--- src/rtl/uart_pkg.sv ---
`default_nettype none
// ==========================================================================
// uart_pkg : shared FSM state type and byte-framing constants
// Rev 1.0
// ==========================================================================
package uart_pkg;

  typedef enum logic [1:0] {
    ST_IDLE      = 2'd0,
    ST_SEND      = 2'd1,
    ST_WAIT_BUSY = 2'd2,
    ST_WAIT_IDLE = 2'd3
  } sched_state_t;

  localparam logic [4:0] HDR_MARKER     = 5'b10100;
  localparam logic [1:0] BYTES_NO_HDR   = 2'd2;
  localparam logic [1:0] BYTES_WITH_HDR = 2'd3;

endpackage
`default_nettype wire

--- src/rtl/rr_arbiter.sv ---
`default_nettype none
// ==========================================================================
// rr_arbiter : combinational round-robin pick, search starts at last+1
// Rev 1.0
// ==========================================================================
module rr_arbiter
  import uart_pkg::*;
#(
  parameter int N_REQ = 4,
  parameter int IDX_W = $clog2(N_REQ)
) (
  input  logic [N_REQ-1:0] req,
  input  logic [IDX_W-1:0] last,
  output logic [N_REQ-1:0] gnt,
  output logic [IDX_W-1:0] idx
);

  logic [IDX_W-1:0] cand;
  logic             found;

  always_comb begin
    gnt   = '0;
    idx   = '0;
    cand  = '0;
    found = 1'b0;
    // Offset N_REQ wraps back to last itself, so it is served only when alone.
    for (int k = 1; k <= N_REQ; k++) begin
      cand = IDX_W'((int'(last) + k) % N_REQ);
      if (!found && req[cand]) begin
        found     = 1'b1;
        gnt[cand] = 1'b1;
        idx       = cand;
      end
    end
  end

endmodule
`default_nettype wire

--- src/rtl/uart_tx_scheduler.sv ---
`default_nettype none
// ==========================================================================
// uart_tx_scheduler : round-robin sharing of one UART transmitter; words
// go out MSB byte first. Optional UART_SCHED_ID_HEADER_EN adds an id byte.
// Rev 1.0
// ==========================================================================
module uart_tx_scheduler
  import uart_pkg::*;
#(
  parameter int N_REQ   = 4,
  parameter int BUSY_TO = 64
) (
  input  logic                     clk,
  input  logic                     reset,
  input  logic [N_REQ-1:0]         req,
  input  logic [16*N_REQ-1:0]      req_data,
  output logic [N_REQ-1:0]         gnt,
  output logic                     done,
  output logic [$clog2(N_REQ)-1:0] done_id,
  output logic                     err,
  output logic [7:0]               tx_data,
  output logic                     tx_wr,
  output logic                     tx_en,
  input  logic                     tx_busy
);

  localparam int IDX_W = $clog2(N_REQ);
  localparam int CNT_W = $clog2(BUSY_TO + 1);
  localparam logic [CNT_W-1:0] TO_LIMIT = CNT_W'(BUSY_TO);
`ifdef UART_SCHED_ID_HEADER_EN
  localparam logic [1:0] WORD_BYTES = BYTES_WITH_HDR;
`else
  localparam logic [1:0] WORD_BYTES = BYTES_NO_HDR;
`endif

  sched_state_t     state, state_nxt;
  logic [IDX_W-1:0] last, last_nxt;
  logic [IDX_W-1:0] id, id_nxt;
  logic [IDX_W-1:0] done_id_nxt;
  logic [15:0]      word, word_nxt;
  logic [1:0]       bcnt, bcnt_nxt;
  logic [CNT_W-1:0] tocnt, tocnt_nxt, tocnt_inc;
  logic [N_REQ-1:0] gnt_nxt, arb_gnt;
  logic [IDX_W-1:0] arb_idx;
  logic             done_nxt, err_nxt, tx_wr_nxt;
  logic [7:0]       tx_data_nxt, cur_byte;
  logic [15:0]      req_word [N_REQ];

  for (genvar i = 0; i < N_REQ; i++) begin : g_unpack
    assign req_word[i] = req_data[16*i +: 16];
  end

  rr_arbiter #(
    .N_REQ (N_REQ),
    .IDX_W (IDX_W)
  ) u_arb (
    .req  (req),
    .last (last),
    .gnt  (arb_gnt),
    .idx  (arb_idx)
  );

  assign tocnt_inc = (tocnt == TO_LIMIT) ? tocnt : tocnt + CNT_W'(1);

  // The remaining-byte count doubles as the byte selector.
`ifdef UART_SCHED_ID_HEADER_EN
  always_comb begin
    case (bcnt)
      BYTES_WITH_HDR: cur_byte = {HDR_MARKER, 3'(id)};
      BYTES_NO_HDR:   cur_byte = word[15:8];
      default:        cur_byte = word[7:0];
    endcase
  end
`else
  assign cur_byte = (bcnt == BYTES_NO_HDR) ? word[15:8] : word[7:0];
`endif

  always_ff @(posedge clk or posedge reset) begin
    if (reset) begin
      state   <= ST_IDLE;
      last    <= IDX_W'(N_REQ - 1);
      id      <= '0;
      word    <= '0;
      bcnt    <= '0;
      tocnt   <= '0;
      gnt     <= '0;
      done    <= 1'b0;
      done_id <= '0;
      err     <= 1'b0;
      tx_data <= '0;
      tx_wr   <= 1'b0;
      tx_en   <= 1'b0;
    end else begin
      state   <= state_nxt;
      last    <= last_nxt;
      id      <= id_nxt;
      word    <= word_nxt;
      bcnt    <= bcnt_nxt;
      tocnt   <= tocnt_nxt;
      gnt     <= gnt_nxt;
      done    <= done_nxt;
      done_id <= done_id_nxt;
      err     <= err_nxt;
      tx_data <= tx_data_nxt;
      tx_wr   <= tx_wr_nxt;
      tx_en   <= 1'b1;
    end
  end

  always_comb begin
    state_nxt   = state;
    last_nxt    = last;
    id_nxt      = id;
    word_nxt    = word;
    bcnt_nxt    = bcnt;
    tocnt_nxt   = tocnt;
    gnt_nxt     = '0;
    done_nxt    = 1'b0;
    err_nxt     = 1'b0;
    done_id_nxt = done_id;
    tx_data_nxt = tx_data;
    tx_wr_nxt   = 1'b0;
    case (state)
      ST_IDLE: begin
        if (|req) begin
          gnt_nxt   = arb_gnt;
          last_nxt  = arb_idx;
          id_nxt    = arb_idx;
          word_nxt  = req_word[arb_idx];
          bcnt_nxt  = WORD_BYTES;
          state_nxt = ST_SEND;
        end
      end
      ST_SEND: begin
        if (!tx_busy) begin
          tx_data_nxt = cur_byte;
          tx_wr_nxt   = 1'b1;
          tocnt_nxt   = '0;
          state_nxt   = ST_WAIT_BUSY;
        end
      end
      ST_WAIT_BUSY: begin
        if (tx_busy) begin
          state_nxt = ST_WAIT_IDLE;
        end else begin
          tocnt_nxt = tocnt_inc;
          if (tocnt_inc == TO_LIMIT) begin
            err_nxt     = 1'b1;
            done_id_nxt = id;
            state_nxt   = ST_IDLE;
          end
        end
      end
      ST_WAIT_IDLE: begin
        if (!tx_busy) begin
          bcnt_nxt = bcnt - 2'd1;
          if (bcnt != 2'd1) begin
            state_nxt = ST_SEND;
          end else begin
            done_nxt    = 1'b1;
            done_id_nxt = id;
            state_nxt   = ST_IDLE;
          end
        end
      end
      default: state_nxt = ST_IDLE;
    endcase
  end

endmodule
`default_nettype wire

--- config.mk ---
export PLATFORM = sky130hd
export DESIGN_NAME = uart_tx_scheduler
export DESIGN_NICKNAME = d
export VERILOG_FILES = /design/src/rtl/uart_pkg.sv /design/src/rtl/rr_arbiter.sv /design/src/rtl/uart_tx_scheduler.sv
export SDC_FILE = /design/constraint.sdc
export NUM_CORES = 1
export LEC_CHECK = 0
export CAP_MARGIN = 15
export CORE_ASPECT_RATIO = 0.75
export CORE_MARGIN = 2
export CORE_UTILIZATION = 44
export CTS_CLUSTER_DIAMETER = 100
export DETAILED_ROUTE_END_ITERATION = 7
export GPL_TIMING_DRIVEN = 0
export PLACE_DENSITY = 0.77
export SLEW_MARGIN = 20
export SYNTH_ARGS = -nofsm -noshare
export SYNTH_HDL_FRONTEND = slang
export SYNTH_HIERARCHICAL = 1
export SYNTH_SLANG_ARGS = --single-unit
--- constraint.sdc ---
create_clock -name clk -period 3.3 [get_ports clk]
set_input_delay 0.66 -clock clk [delete_from_list [all_inputs] [get_ports clk]]
set_output_delay 0.66 -clock clk [all_outputs]
set_load 0.05 [all_outputs]
==> results of run 1 <==
final cells by class:
cell class | count | area (sq um)
fillers | 619 | 2810
multi-input cells | 252 | 1891
flip-flops and latches | 49 | 1229
repair buffers | 98 | 965.9
plain buffers | 24 | 136.4
well taps | 101 | 126.4
clock buffers | 5 | 68.82
inverters | 13 | 48.80
clock inverters | 3 | 21.27
synth_stat cells (4+ instances only):
cell type  number
inv_1          12
a221o_1         5
buf_2           8
ha_1           12
a41oi_1         4
nor2_1         19
nand2_1        80
mux4_2         18
a21oi_1        18
o21ai_0        13
and2_1          5
nor3_1          4
mux2i_1         9
clkbuf_1        9
o21ai_1         6
dfrtp_1        47
registers in the layout (all words and copies together), names as in the netlist:
name	count
tx_data	8
err	1
tx_en	1
word	16
id	2
last	2
done	1
tx_wr	1
gnt	4
bcnt	2
state	2
done_id	2
tocnt	7
timing repair:
action                     in CTS  in global routing
resized for setup               4                  2
buffers inserted                1                  9
cloned                          0                  0
setup endpoints to repair       9                  9
how the worst min path moves through the flow:
| stage | end | start | slack (ns) | depth (start not counted) |
|---|---|---|---|---|
| after floorplan | id[0] | id[0] | 0.44 | 2 |
| after global placement | word[6] | word[6] | 0.46 | 2 |
| after detailed placement | word[1] | word[1] | 0.46 | 2 |
| after CTS | word[1] | word[1] | 0.48 | 2 |
| after global routing | last[0] | last[0] | 0.52 | 2 |
| final | word[9] | word[9] | 0.49 | 2 |
stage by stage:
| stage | utilization [%] | setup TNS [ns] |
|---|---|---|
| final | 61.49 | 0 |
| after global placement | 58.68 | -4.391 |
| after detailed placement | 58.95 | -5.837 |
| after global routing | 61.49 | 0 |
| after floorplan | - | 0 |
| after CTS | 60.37 | 0 |
logic make-up (layout without fill, tap and decap cells):
| logic type | count (synthesis) | in the layout | synth area share [%] |
|---|---|---|---|
| XOR/XNOR | 1 | 1 | 0.2667 |
| other | 1 | 1 | 0.1142 |
| multiplexers | 29 | 29 | 15.77 |
| flip-flops | 49 | 49 | 37.41 |
| AND/OR/NAND/NOR | 136 | 136 | 19.66 |
| adder cells (fa/ha/maj) | 12 | 12 | 4.571 |
| buffers and inverters | 38 | 143 | 5.447 |
| AO/OA/AOI/OAI | 73 | 73 | 16.76 |
power by group:
part	total, mW	internal [mW]	switching [mW]
Combinational	2.70	1.22	1.47
Sequential	1.02	0.854	0.164
Clock	0.361	0.151	0.210
worst max-delay path, stage by stage:
cell             delay (ns)
clkdlybuf4s50_1        0.59
mux4_2                 0.61
buf_4                  0.17
o31ai_1                0.23
o31a_1                 0.24
clkbuf_2               0.32
mux4_2                 0.37
nand2_1                0.09
nand2_1                0.05
metal layers:
| layer | vias up | track usage, % |
|---|---|---|
| met3 | 9 | 3.777 |
| met5 | - | 0 |
| met1 | 1391 | 29.06 |
| met4 | 0 | 4.730 |
| li1 | 1418 | - |
| met2 | 102 | 33.44 |
==> impl_metrics.ini, run 1 <==
[sta]
fmax_ghz = 0.3202
setup_slack_ns = 0.1773
period_share_pct = 94.63
worst_clock_skew_ns = 0.02157
rsz0062_at_grt = no
worst_hold_slack_ns = 0.4875
finalSetupViolations = 0
min_period_ns = 3.123
relSlewSlack_pct = 59.85
hold_viol_final = 0
worst_slew_pin_slew_ns = 0.5968
drv_slew = 0

[setup_path]
reg2reg_from = last[0]
reg2reg_to = word[4]
cp_max_fo = 10
critPathCapture = word[4]
r2r_cells = 11
required_ns = 3.50
startpoint_type = input pin
endpoint_kind = flop
worstPathArrival_ns = 3.33
path_class = in -> reg
reg2reg_slack_ns = 0.20
cp-startpoint = req[1]

[placement]
dpl_cell_area_sq_um = 4302
pre_cts_ws_ns = -0.5801
portBuffers = 87
gp_congestion = 0.8315
dp.cells = 528
place_hpwl_microns = 6372

[synthesis]
yosys.area.top_type_share_pct = 35.81
synth_cell_types = 65
syn_nets = 422
yosysTopAreaCell = dfrtp_1
synth_area_sq_um = 3284
ys_seq_area_share_pct = 37.41
ys.flop_type = dfrtp_1
synth_edf_count = 0
syn-mean-instance-area_sq_um = 9.688
synthArstFlopShare_pct = 100.0
ys_warn_count = 6
ys_top_cells_by_area = dfrtp_1 (36%), mux4_2 (12%), nand2_1 (9.1%)
synth_cells = 339
synth-seq-cells = 49

[clock_network]
path_clk_slew_ns = 0.09
hold_buffers = 0
cts_tree = yes
cts_buffers = 5
clock-root-buffer = clkbuf_8
cts_buffer_depth = 2
clk_latency_ns = 0.32
htreeDepth = 2
clock_sinks = 49

[layout]
design_area_sq_um = 4487
final_cells = 545
antenna_cells = 0
area_growth_pct = 36.61
drive_gt1_share_pct = 15.77
final_cell_mix = clkdlybuf4s50_1 (87), nand2_1 (80), dfrtp_1 (47), nor2_1 (19)
layout.nets = 526
final_common_cell = clkdlybuf4s50_1

[run_status]
status = completed

[global_routing]
grt_use_total_pct = 20.60
grt_first_pass_wirelength_microns = 13610
grt_pass1_vias = 2909
grt_max_degree = 33
overflow = 0
grt_antenna_before_repair = 0

[routing]
routed-wl-met2_microns = 3811
via_per_inst = 5.358
drt-met1-wl_microns = 3902
top_layer_used = met4
firstDrtPassIters = 4
wl_per_cell_microns = 15.10
drc = 0
vias = 2920
antenna_left = 0
wl_met3_microns = 421
drtIter0Drc = 146
detail_route.wirelength_microns = 8227

[flow_run]
max_cap_violations = 0

[power]
power_density_nw_per_um2 = 907.9
power.leakage_nw = 1.960
power_mw = 4.074
vdd_ir_drop_max_mv = 0.5532

[floorplanning]
die_w_microns = 103.8
die_area_sq_um = 8179
start_util_pct = 45.01
die_height_microns = 78.82
row_count = 27
pin_count = 89
core_sq_um = 7297

[worst_hold_path]
hp-class = reg -> reg
Note: power is estimated with default switching activity, not from simulation.
==> run 2: changes to the inputs <==
Settings changed: CORE_ASPECT_RATIO 0.75 to 0.6.
==> run 2 against run 1 <==
Net effect: die area grew 0.19%; worst setup slack gained 0.0055 ns; total power grew 10%; via count grew 4.5%; count of clock-buffer cells in the layout is the same; highest routed layer unchanged.
==> impl_metrics.ini, run 2 (synthesis results as in run 1) <==
[layout]
fin_util_pct = 63.57
drive_gt1_share_pct = 15.77
fill_cells = 577
antenna_cells = 0
top_regs = word (16), tx_data (8), tocnt (7)
design_area_sq_um = 4601
final_cell_mix = clkdlybuf4s50_1 (87), nand2_1 (80), dfrtp_1 (47), nor2_1 (19)
layout.nets = 526
final_common_cell = clkdlybuf4s50_1
area_growth_pct = 40.08
top_register = word
largest_register_ffs = 16

[setup_path]
cp-startpoint = last[0]
endpoint_kind = flop
required_ns = 3.48
reg2reg_from = last[0]
reg2reg_slack_ns = 0.18
cp_max_fo = 10
critPathCapture = word[14]
startpoint_type = flop
r2r_cells = 11
path_class = reg -> reg
worstPathArrival_ns = 3.30
reg2reg_to = word[14]

[clock_network]
path_clk_slew_ns = 0.07
clock-root-buffer = clkbuf_16
cts_tree = yes
cts_buffers = 5
clock_sinks = 49
cts_buffer_depth = 2
htreeDepth = 2
clk_latency_ns = 0.29

[global_routing]
grt_antenna_before_repair = 0
grt_pass1_vias = 2943
grt_max_degree = 36
grt_use_total_pct = 22.12
grt_first_pass_wirelength_microns = 14300
overflow = 0

[placement]
gp_congestion = 0.9089
dpl_cell_area_sq_um = 4305
place_hpwl_microns = 6571
portBuffers = 87

[run_status]
status = completed

[routing]
wl_per_cell_microns = 16.48
vias = 3050
antenna_left = 0
drtIter0Drc = 223
drc = 0
via_per_inst = 5.566
detail_route.wirelength_microns = 9029
firstDrtPassIters = 5

[sta]
drv_slew = 0
period_share_pct = 94.46
worst_clock_skew_ns = 0.008709
worst_hold_slack_ns = 0.4789
finalSetupViolations = 0
worst_slew_pin_slew_ns = 0.6018
relSlewSlack_pct = 59.88
rsz0062_at_grt = no
hold_viol_final = 0
min_period_ns = 3.117
fin_tns_setup_ns = 0
fmax_ghz = 0.3208

[worst_hold_path]
hp-class = reg -> reg
holdCritStartpoint = word[6]

[floorplanning]
start_util_pct = 45.38
die_w_microns = 115.5
core_sq_um = 7237
pin_count = 89
row_count = 24
die_area_sq_um = 8195
die_height_microns = 70.93

[power]
vdd_ir_drop_max_mv = 0.4774
power_density_nw_per_um2 = 975.2
power.leakage_nw = 2.012
power_mw = 4.486

[flow_run]
max_cap_violations = 0
run 2: cell count changes in the layout (fill, tap and decap cells not counted), sizes merged:
cell and change:
clkinv -1, clkinvlp -1, bufinv +2
run 2: metal layers:
layer / part of all wire (%) / global-route usage, %
met1: 46 / 32.69
met4: 1.1 / 5.221
met3: 6.1 / 4.027
met5: 0 / 0
met2: 47 / 33.98
run 2: final cells by class:
cell class	instances	area [sq um]	share of cell area, %
timing repair buffer	98	965.9	21.00
inverter	13	48.80	1.061
buffer	24	142.6	3.100
multi-input combinational	252	1891	41.09
clock inverter	3	68.82	1.496
tap	104	130.1	2.828
clock buffer	5	125.1	2.720
sequential	49	1229	26.71
run 2: worst min path at each step:
stage	endpoint	slack (ns)	cells past startpoint
4_1_cts	word[6]	0.48	2
6_report	word[6]	0.48	2
3_3_place_gp	word[1]	0.46	2
2_1_floorplan	id[0]	0.44	2
5_1_grt	word[0]	0.51	2
3_5_place_dp	word[6]	0.47	2
run 2: repair_timing:
item	4_1_cts	5_1_grt
cloned	0	0
hold buffers	0	0
pin swaps	0	1
endpoints found under the setup margin	9	9
gates resized for setup	5	3
buffers inserted	1	9
run 2: power by group:
group          leakage [nW]  switching [mW]  total [mW]  internal, mW
clock network        0.0944           0.231       0.667         0.437
registers             0.609           0.172        1.03         0.855
logic                  1.31            1.53        2.79          1.26
run 2: worst max-delay path, cell delays in order (launching register included):
cell       delay, ns
dfstp_2         0.62
buf_4           0.20
inv_1           0.11
ha_2            0.41
mux4_2          0.36
o21ai_1         0.15
a2bb2oi_1       0.17
buf_4           0.16
buf_4           0.15
mux4_2          0.51
nand2_1         0.10
nand2_1         0.06
run 2: stage by stage:
stage	setup slack [ns]	cells
after floorplan	0.07534	339
after global placement	-0.4718	530
after detailed placement	-0.5721	531
after CTS	0.005344	540
after global routing	0.04479	548
final	0.1827	548
==> run 3: changes to the inputs <==
Settings changed: GPL_TIMING_DRIVEN 0 to default.
==> run 3 against run 2 <==
Net effect: core utilization is 1.9 points lower; worst setup slack improved by 0.19 ns; critical path depth decreased by 2; combinational power shrank 9.7%; first-iteration DRC count is 11% higher; routed wire length is 7.6% lower; hold slack improved by 0.0015 ns.
==> impl_metrics.ini, run 3 (synthesis results as in run 1) <==
[run_status]
status = completed

[clock_network]
cts_tree = yes
cts_buffers = 5
clk_latency_ns = 0.29
clock_sinks = 49
ctsResizeCount = 0
clock-root-buffer = clkbuf_16
cts_buffer_depth = 2
post_cts_buffers = 0
hold_buffers = 0
htreeDepth = 2
path_clk_slew_ns = 0.07

[routing]
antenna_left = 0
drc = 0
drtIter0Drc = 248
detail_route.wirelength_microns = 8341
firstDrtPassIters = 4
via_per_inst = 5.405
wl_per_cell_microns = 15.77
vias = 2859

[sta]
relSlewSlack_pct = 44.40
fmax_ghz = 0.3414
worst_clock_skew_ns = 0.006320
finalSetupViolations = 0
hold_viol_final = 0
rsz0062_at_grt = no
setup_slack_ns = 0.3708
drv_slew = 0
period_share_pct = 88.76
worst_slew_pin_slew_ns = 0.8331
fin_tns_setup_ns = 0
min_period_ns = 2.929

[floorplanning]
start_util_pct = 45.38
core_sq_um = 7237
die_w_microns = 115.5
die_area_sq_um = 8195
pin_count = 89
die_height_microns = 70.93
row_count = 24

[setup_path]
worstPathArrival_ns = 3.12
cp_max_fo = 17
endpoint_kind = flop
cp_cell_sequence = inv_1 > ha_1 > mux4_2 > o21ai_1 > a2bb2oi_2 > buf_12 > mux4_2 > nand2_1 > nand2_1
required_ns = 3.49
cpPeakStageDelay_ns = 0.64
path_class = reg -> reg
startpoint_type = flop
cp_slowest_cell = dfstp_2

[layout]
final_common_cell = clkdlybuf4s50_1
antenna_cells = 0
largest_register_ffs = 16
area_growth_pct = 35.85
fill_cells = 586
top_register = word
final_cell_mix = clkdlybuf4s50_1 (88), nand2_1 (80), dfrtp_1 (47), nor2_1 (19)
drive_gt1_share_pct = 14.35
layout.nets = 507
top_regs = word (16), tx_data (8), tocnt (7)

[global_routing]
grt_max_degree = 49
overflow = 0
grt_first_pass_wirelength_microns = 13410
top_usage_layer = met2
grtUsageMet3_pct = 4.884
grt_pass1_vias = 2681
use_met1_pct = 30.73
grt_use_total_pct = 20.76
met2_usage_pct = 31.19
grt_antenna_before_repair = 0

[placement]
place_hpwl_microns = 6233
gp_congestion = 0.8808
pre_cts_ws_ns = 0.2457
portBuffers = 88

[power]
power_mw = 4.162
vdd_ir_drop_max_mv = 0.6231
power_density_nw_per_um2 = 932.9
power.leakage_nw = 1.921

[flow_run]
max_cap_violations = 0

[worst_hold_path]
hp-class = reg -> reg
-- run 3: worst paths after layout --
kind | startpoint | endpoint | slack (ns) | cells past startpoint
max in group asynchronous | reset | last[0] | 1.84 | 3
worst min register to register | word[2] | word[2] | 0.48 | 2
worst max-delay path | last[1] | word[14] | 0.37 | 9
min in group asynchronous | reset | tx_en | 0.82 | 2
worst max register to register | last[1] | word[14] | 0.37 | 9
worst min-delay path | word[2] | word[2] | 0.48 | 2
-- run 3: worst max-delay path, delay by kind of cell (launching register included) --
family,cells,cell delay (ns)
DFF,1,0.64
adders and majority gates,1,0.44
and+or+nand+nor,2,0.15
buffers and inverters,2,0.35
muxes,2,0.86
AOI/OAI and AO/OA,2,0.36
-- run 3: final cells by class --
| type | count | area (sq um) | share of cell area (%) |
|---|---|---|---|
| sequential | 49 | 1229 | 27.54 |
| tap | 104 | 130.1 | 2.916 |
| clock inverter | 3 | 21.27 | 0.4767 |
| timing repair buffer | 103 | 1018 | 22.83 |
| multi-input combinational | 252 | 1888 | 42.32 |
| inverter | 13 | 50.05 | 1.122 |
| clock buffer | 5 | 125.1 | 2.804 |
-- run 3: per-layer routing --
metal	share of wire (%)	routed length, microns
met4	0.80	67
met3	7.4	615
met5	0	0
met1	46	3811
met2	46	3846
-- run 3: power breakdown --
part / leakage (nW) / total [mW] / switching (mW) / internal, mW
registers: 0.609 / 1.12 / 0.268 / 0.853
clock network: 0.0702 / 0.520 / 0.237 / 0.283
logic: 1.24 / 2.52 / 1.34 / 1.18
-- run 3: metrics by stage --
stage	std cells	instance area (sq um)	hold slack, ns	utilization, %
floorplan	339	3284	0.4429	-
global placement	521	4314	0.4573	59.61
detailed placement	521	4314	0.4631	59.61
CTS	529	4461	0.4795	61.64
global route	529	4462	0.5073	61.65
finish	529	4462	0.4804	61.65
==> edit (flow settings as in run 2) <==
The 4 states of `sched_state_t` get a one-hot encoding in 4 bits.
--- a/src/rtl/uart_pkg.sv
+++ b/src/rtl/uart_pkg.sv
@@ -5,11 +5,11 @@
 // ==========================================================================
 package uart_pkg;
 
-  typedef enum logic [1:0] {
-    ST_IDLE      = 2'd0,
-    ST_SEND      = 2'd1,
-    ST_WAIT_BUSY = 2'd2,
-    ST_WAIT_IDLE = 2'd3
+  typedef enum logic [3:0] {
+    ST_IDLE      = 4'b0001,
+    ST_SEND      = 4'b0010,
+    ST_WAIT_BUSY = 4'b0100,
+    ST_WAIT_IDLE = 4'b1000
   } sched_state_t;
 
   localparam logic [4:0] HDR_MARKER     = 5'b10100;
Behaviour: no difference found for any inputs over 4 cycles, from zero or initial values and one cycle with reset high; so few cycles prove little.
==> edit against run 2 <==
Worst hold slack gained 0.0017 ns; setup slack lost 0.020 ns; die area shrank 1.9%; via count shrank 8.2%; cell area shrank 2.7%; power shrank 9.5%; synthesized area shrank 2.0%; sequential cell count grew 2; wire length shrank 12%; clock power shrank 22%; critical endpoint is now word[1]; largest cell class unchanged.
==> edit: results (changes against run 2) <==
outcome=finished clean; GP Congestion=0.8788 (-3.3%); Worst path slowest cell=mux4_2; worst-margin pin slew=0.6294 ns (+0.02752 ns); crit path to=word[1]; FF-to-FF End=word[1]; worst hold margin=0.4807 ns (+0.001741 ns); met2 Resource Use GR=0.3208 (-0.01899); top cells by count, synth=nand2_1 (74), dfrtp_1 (48), mux4_2 (18), nor2_1 (17), o21ai_0 (16); Post-Synth XOR/XNOR Area=0.01088 (+0.008216); net count after synthesis=402 (-4.7%); TritonRoute pass-1 iters=4 (-1); Hold Crit Endpoint=word[5]; Compound-Gate Fraction of Synth Area=0.1380 (-0.02965); main area contributors after synthesis=dfrtp_1 (37%), mux4_2 (13%), nand2_1 (8.6%); WP data arrival=3.32 ns (+0.02 ns); Pleak=2.010 nW (-0.11%); final worst-path cycle share=0.9507 (+0.006026); clock skew=0.008244 ns (-0.0004654 ns); met3 track demand over resource=0.03906 (-0.001212); gr usage total=0.2061 (-0.01504); first-pass GRT wire length=13.18 mm (-7.9%); Via-to-Cell Ratio=5.428 (-2.5%); hold path start=word[5]; cell-internal power=0.002319 W (-9.2%); metal1 wirelength=3.709 mm (-11%); Detailed Place HPWL=6.185 mm (-5.9%); largest net degree at the start of global routing=35 (-2.8%); met1 track demand over resource=0.3027 (-0.02423); multiplexer share of the synthesized area=0.1613 (+0.003576); clk pwr=0.000522 W (-22%); sequential area share after synthesis=0.3976 (+0.02350); P_comb=0.00252 W (-9.7%); Area after DPL=4224 sq um (-1.9%); Post-Synth Adder-Cell Area=0.04664 (+0.0009239); Final nets=507 (-3.6%); R2R setup slack=between 0.15 and 0.2 ns; Synth Flop Type=dfrtp_1; Worst Hold Path Cells=2 (unchanged); WL met2=3.745 mm (-11%); share of layout cells above drive strength 1=0.1694 (+0.01175); worst ir drop on vdd=0.0006671 V (+40%); initial DRC count=254 (+14%); met3 WL=457 um (-17%); Post-Route WL=7.976 mm (-12%); vias in the first global route=2715 (-7.7%); worst setup path start=req[1]; Setup WS pre-CTS=-0.4803 ns (+0.09176 ns)
[edit: cell count changes after synthesis, moves of 3 or more]
cell,before,now
a21oi_1,18,12
nand2_1,80,74
a41oi_1,4,0
buf_2,8,4
clkbuf_1,9,5
o21ai_0,13,16
o21bai_1,3,0
[edit: what timing repair did]
action                                  CTS  global route
setup buffers                             2             9
hold buffers                              0             0
endpoints found under the setup margin    9             9
pin swaps                                 0             1
gates resized for setup                   5             1
[edit: through the flow]
stage	total power (W)	cells	util	setup TNS, ns
floorplan	0.002746	319	-	0
global placement	0.003288	497	0.5858	-3.662
detailed placement	0.003355	498	0.5886	-4.891
CTS	0.003955	507	0.6140	0
global route	0.004325	516	0.6238	0
finish	0.004058	516	0.6238	0
[edit: cell type report]
class / instances / area [sq um]
buffer: 17 / 116.4
clock buffer: 5 / 125.1
clock inverter: 3 / 25.02
fill: 563 / 2700
inverter: 12 / 45.04
multi-input combinational: 238 / 1798
sequential: 51 / 1280
tap: 91 / 113.9
timing repair buffer: 99 / 973.4
